--- config.mk ---
export PLATFORM = sky130hd
export DESIGN_NAME = pipelined_add_sub
export DESIGN_NICKNAME = d
export VERILOG_FILES = /design/src/rtl/pipelined_add_sub_pkg.sv /design/src/rtl/pipelined_add_sub_add_slice.sv /design/src/rtl/pipelined_add_sub.sv
export SDC_FILE = /design/constraint.sdc
export NUM_CORES = 1
export LEC_CHECK = 0
export CAP_MARGIN = 20
export CORE_ASPECT_RATIO = 1.4
export CORE_MARGIN = 1.5
export CORE_UTILIZATION = 40
export CTS_BUF_LIST = sky130_fd_sc_hd__clkbuf_8 sky130_fd_sc_hd__clkbuf_16
export DETAILED_ROUTE_END_ITERATION = 12
export PLACE_DENSITY = 0.69
export SYNTH_ARGS = -nofsm -noshare
export SYNTH_HDL_FRONTEND = slang
export SYNTH_SLANG_ARGS = --single-unit
--- constraint.sdc ---
create_clock -name clk -period 2.5 [get_ports clk]
set_input_delay 0.25 -clock clk [delete_from_list [all_inputs] [get_ports clk]]
set_output_delay 0.25 -clock clk [all_outputs]
set_load 0.01 [all_outputs]
--- src/rtl/pipelined_add_sub_pkg.sv ---
// Shared helpers for the pipelined add/subtract unit: width derivation and carry-in encoding.
package pipelined_add_sub_pkg;

    localparam int unsigned DefaultWidth  = 8;
    localparam int unsigned DefaultStages = 2;

    function automatic int unsigned chunk_width(input int unsigned width,
                                                input int unsigned stages);
        return (stages == 0) ? width : width / stages;
    endfunction

    // Subtraction is A + ~B + ~borrow, so the borrow-in is inverted on the way in.
    function automatic logic eff_carry_in(input logic cin, input logic sub);
        return cin ^ sub;
    endfunction

endpackage

--- src/rtl/pipelined_add_sub_add_slice.sv ---
// Combinational W-bit ripple-carry adder slice built from full-adder cells.
module add_slice
    import pipelined_add_sub_pkg::*;
#(
    parameter int unsigned W = 4
) (
    input  logic [W-1:0] x,
    input  logic [W-1:0] y,
    input  logic         ci,
    output logic [W-1:0] s,
    output logic         co,
    output logic         c_msb_in
);

    logic [W:0] w_c;

    always_comb begin
        w_c    = '0;
        s      = '0;
        w_c[0] = ci;
        for (int i = 0; i < W; i++) begin
            s[i]     = x[i] ^ y[i] ^ w_c[i];
            w_c[i+1] = (x[i] & y[i]) | (w_c[i] & (x[i] ^ y[i]));
        end
    end

    assign co       = w_c[W];
    assign c_msb_in = w_c[W-1];

endmodule

--- src/rtl/pipelined_add_sub.sv ---
// Pipelined add/subtract: one CHUNK-bit ripple slice per stage, carry registered between stages,
// global stall on output back-pressure.
module pipelined_add_sub
    import pipelined_add_sub_pkg::*;
#(
    parameter int unsigned WIDTH  = DefaultWidth,
    parameter int unsigned STAGES = DefaultStages
) (
    input  logic             clk,
    input  logic             rst,
    input  logic             in_valid,
    output logic             in_ready,
    input  logic [WIDTH-1:0] a,
    input  logic [WIDTH-1:0] b,
    input  logic             cin,
    input  logic             sub,
    output logic             out_valid,
    input  logic             out_ready,
    output logic [WIDTH-1:0] sum,
    output logic             cout,
    output logic             ovf
);

    localparam int unsigned CHUNK = chunk_width(WIDTH, STAGES);

    if (STAGES < 1 || STAGES > WIDTH || (WIDTH % STAGES) != 0) begin : g_param_check
        $error("pipelined_add_sub: WIDTH (%0d) must be divisible by STAGES (%0d), 1..WIDTH",
               WIDTH, STAGES);
    end

    logic w_stall;

    assign w_stall  = out_valid & ~out_ready;
    assign in_ready = ~w_stall;

    for (genvar k = 0; k < STAGES; k++) begin : g_stage
        logic             r_valid;
        logic [WIDTH-1:0] r_sum;
        logic             r_c;

        logic             w_valid_in;
        logic [WIDTH-1:0] w_a_in;
        logic [WIDTH-1:0] w_b_in;
        logic [WIDTH-1:0] w_sum_in;
        logic [WIDTH-1:0] w_sum_next;
        logic             w_c_in;
        logic [CHUNK-1:0] w_s;
        logic             w_co;
        logic             w_c_msb;

        if (k == 0) begin : g_head
            assign w_valid_in = in_valid;
            assign w_a_in     = a;
            assign w_b_in     = sub ? ~b : b;
            assign w_c_in     = eff_carry_in(cin, sub);
            assign w_sum_in   = '0;
        end else begin : g_body
            assign w_valid_in = g_stage[k-1].r_valid;
            assign w_a_in     = g_stage[k-1].g_ops.r_a;
            assign w_b_in     = g_stage[k-1].g_ops.r_b;
            assign w_c_in     = g_stage[k-1].r_c;
            assign w_sum_in   = g_stage[k-1].r_sum;
        end

        add_slice #(
            .W(CHUNK)
        ) u_add_slice (
            .x       (w_a_in[k*CHUNK +: CHUNK]),
            .y       (w_b_in[k*CHUNK +: CHUNK]),
            .ci      (w_c_in),
            .s       (w_s),
            .co      (w_co),
            .c_msb_in(w_c_msb)
        );

        // Sum bits already produced upstream ride along; this stage fills in its own chunk.
        always_comb begin
            w_sum_next                    = w_sum_in;
            w_sum_next[k*CHUNK +: CHUNK]  = w_s;
        end

        always_ff @(posedge clk) begin
            if (rst) begin
                r_valid <= 1'b0;
                r_sum   <= '0;
                r_c     <= 1'b0;
            end else if (!w_stall) begin
                r_valid <= w_valid_in;
                r_sum   <= w_sum_next;
                r_c     <= w_co;
            end
        end

        if (k < STAGES - 1) begin : g_ops
            logic [WIDTH-1:0] r_a;
            logic [WIDTH-1:0] r_b;
            logic             w_unused_msb;

            assign w_unused_msb = w_c_msb;

            always_ff @(posedge clk) begin
                if (rst) begin
                    r_a <= '0;
                    r_b <= '0;
                end else if (!w_stall) begin
                    r_a <= w_a_in;
                    r_b <= w_b_in;
                end
            end
        end else begin : g_tail
            logic r_ovf;
            logic w_unused_ops;

            // Only the last chunk's operand bits are consumed here.
            assign w_unused_ops = ^{w_a_in, w_b_in};

            always_ff @(posedge clk) begin
                if (rst) begin
                    r_ovf <= 1'b0;
                end else if (!w_stall) begin
                    r_ovf <= w_co ^ w_c_msb;
                end
            end
        end
    end

    assign out_valid = g_stage[STAGES-1].r_valid;
    assign sum       = g_stage[STAGES-1].r_sum;
    assign cout      = g_stage[STAGES-1].r_c;
    assign ovf       = g_stage[STAGES-1].g_tail.r_ovf;

endmodule

==> impl_metrics.toml, run 1 <==
[clock_network]
htree_levels = 1
post_cts_buffers = 0
clk_path_buf_depth = 2
cts_sinks = 25
clkLatencyLatePin_ns = 0.27
cts_hold_buf = 0
clock_tree.root_cell = "clkbuf_8"
cts_tree = "done"
numCtsBuffers = 3
cts_resized = 0
path_clk_slew_ns = 0.08

[power]
power.density_mw_per_mm2 = 574
power.total_uw = 927
cellLeakagePower_uw = 0.000658
peakVddDrop_mv = 0.252

[worst_setup_path]
rr_endpoint = "sum[7]"
cp.required_ns = 2.65
critPathLaunchType = "input pin"
slowest_stage = "fa_1"
cp_num_buf_inv = 4
cp-startpoint = "b[0]"
max_stage_delay_ns = 0.42
end_kind = "flop"
reg2reg_slack_ns = 0.30
critPathArrivalTime_ns = 2.47
path_common_cell = "fa_1"
r2r_start = "g_stage[0].r_c"
worstPathCellList = "clkdlybuf4s50_1, xnor2_1, fa_1, inv_1, fa_1, inv_1, fa_1, inv_1, fa_1, nand2_1, a21oi_1"
crit_family = "adder cells"
crit_type = "in -> reg"
cp_num_cells = 11
reg2reg_depth = 8
crit_fanout = 1
crit_path_end = "g_stage[0].r_sum[3]"

[detailed_routing]
route.detailed.drc = 0
wl_per_cell_um = 10.9
drtAntennaViolNets = 0
routed_wl_mm = 2.18
drtPass1Iterations = 4
vias = 919
viasPerCell = 4.57
drt-initial-drc-count = 25

[sta]
worstMarginPinSlew_ns = 0.314
max_freq_mhz = 431
drv_slew = 0
setup_viol = 0
slew_headroom = 0.791
skew_ns = 0.00479
period_needed_ns = 2.32
grt_setup_unrepaired = "no"
setup_slack_ns = 0.182
hold_violations = 0
period_share = 0.927

[global_routing]
grt_pass1_wl_mm = 3.78
grt_pass1_vias = 924
grt_max_degree = 30
antenna_found_initial = 0
grt_usage = 0.145
overflow = 0

[worst_hold_path]
hold_class = "reg -> reg"
hp-start = "sum[3]"

[floorplanning]
start_util = 0.423
core_region_area_mm2 = 0.00288
rows = 23
fp.dieH_um = 68.3
io_pins = 34
die_x_um = 49.6
die_area_mm2 = 0.00339

[cells_and_area]
layoutNonFillerInstCount = 201
seqCellArea_um2 = 500
diodes = 0
nets = 195
final_cell_mix = "clkdlybuf4s50_1, nand2_1, dfxtp_1"
drive_above_1_share = 0.122
fillers = 277
area_growth_pct = 32.7
multiInputGateArea_um2 = 603
final_common_cell = "clkdlybuf4s50_1"

[synthesis]
syn_area_mm2 = 0.00122
syn_inst = 131
synth.area.top_cells = "dfxtp_1, fa_1, a211oi_2"
syn-num-nets = 161
ys_ff_latch = 25
synth_seq_area_share = 0.411
ys_warn_count = 0
synth_area_leader_cell = "dfxtp_1"
syn_area_per_cell_um2 = 9.29
synth_top_area_frac = 0.411
yosysUniqueCellTypes = 14

[job]
cap_violations = 0

[placement]
place_ws_ns = -0.245
dp.cells = 197
place.gp.congestion = 0.726
port_buffers = 33
dp_hpwl_mm = 1.58

[run_status]
run_status = "completed"
-- stage by stage --
stage	setup TNS, ns	utilization	hold WS (ns)	instance area, um2
after floorplan	0	-	0.390	1220
after global placement	-0.155	0.544	0.438	1570
after detailed placement	-0.256	0.544	0.443	1570
after CTS	0	0.560	0.455	1610
after global routing	0	0.561	0.471	1620
final	0	0.561	0.452	1620
-- where the power goes --
part           total [uW]  switching, uW  internal, uW
registers             463           21.5           441
clock network         239            127           112
logic                 226           99.8           126
total                 927            249           679
-- Yosys cell counts (all sizes together) --
library cell  count
nand2            30
dfxtp            25
a21oi            15
inv              13
nor2             11
a211oi            9
buf               9
fa                8
xnor2             6
xor2              4
nor2b             1
-- layout make-up --
type / count / area share
multi-input cells: 84 / 0.373
inverters: 13 / 0.0302
flip-flops and latches: 25 / 0.310
clock inverters: 1 / 0.00310
clock buffers: 3 / 0.0256
well taps: 37 / 0.0287
repair buffers: 38 / 0.229
-- how the worst min path moves through the flow --
stage	cells past startpoint	slack, ns	end
floorplan	2	0.39	g_stage[0].g_ops.r_a[4]
global placement	2	0.44	ovf
detailed placement	2	0.44	sum[3]
CTS	2	0.46	sum[3]
global route	2	0.47	ovf
finish	2	0.45	sum[3]
-- logic make-up (layout without fill, tap and decap cells) --
group / count (synthesis) / in the layout / synth area share
AND/OR/NAND/NOR: 42 / 42 / 0.138
flip-flops: 25 / 25 / 0.411
AO/OA/AOI/OAI: 24 / 24 / 0.154
buffers and inverters: 22 / 55 / 0.0935
XOR/XNOR: 10 / 10 / 0.0719
adder cells (fa/ha/maj): 8 / 8 / 0.132
-- flip-flops by register name (all words and copies together) (netlist names) --
| signal | cells |
|---|---|
| ovf | 1 |
| g_stage.g_ops.r_b | 4 |
| out_valid | 1 |
| cout | 1 |
| g_stage.r_valid | 1 |
| g_stage.g_ops.r_a | 4 |
| g_stage.r_sum | 4 |
| g_stage.r_c | 1 |
| sum | 8 |
-- metal layers --
| metal | vias to the layer above | GRT usage | routed length, um |
|---|---|---|---|
| met1 | 421 | 0.163 | 935 |
| met2 | 23 | 0.267 | 1120 |
| met4 | 0 | 0.0938 | 61 |
| li1 | 470 | - | - |
| met3 | 5 | 0.00873 | 67 |
| met5 | - | 0 | 0 |
-- worst register-to-register path, delay by kind of cell, from the launching register on --
kind | cells | cell delay [ns]
AO/OA/AOI/OAI | 1 | 0.17
adder cells (fa/ha/maj) | 4 | 1.40
buffers and inverters | 3 | 0.23
flip-flops | 1 | 0.34
No activity file was read; power rests on OpenSTA's default activity.
==> run 2: changes to the inputs <==
--- a/config.mk
+++ b/config.mk
@@ -10,6 +10,7 @@
 export CORE_MARGIN = 1.5
 export CORE_UTILIZATION = 40
 export CTS_BUF_LIST = sky130_fd_sc_hd__clkbuf_8 sky130_fd_sc_hd__clkbuf_16
+export CTS_CLUSTER_DIAMETER = 100
 export DETAILED_ROUTE_END_ITERATION = 12
 export PLACE_DENSITY = 0.69
 export SYNTH_ARGS = -nofsm -noshare
==> results of run 2 <==
Same layout as run 1: the final DEF is identical, and so are final timing and power.
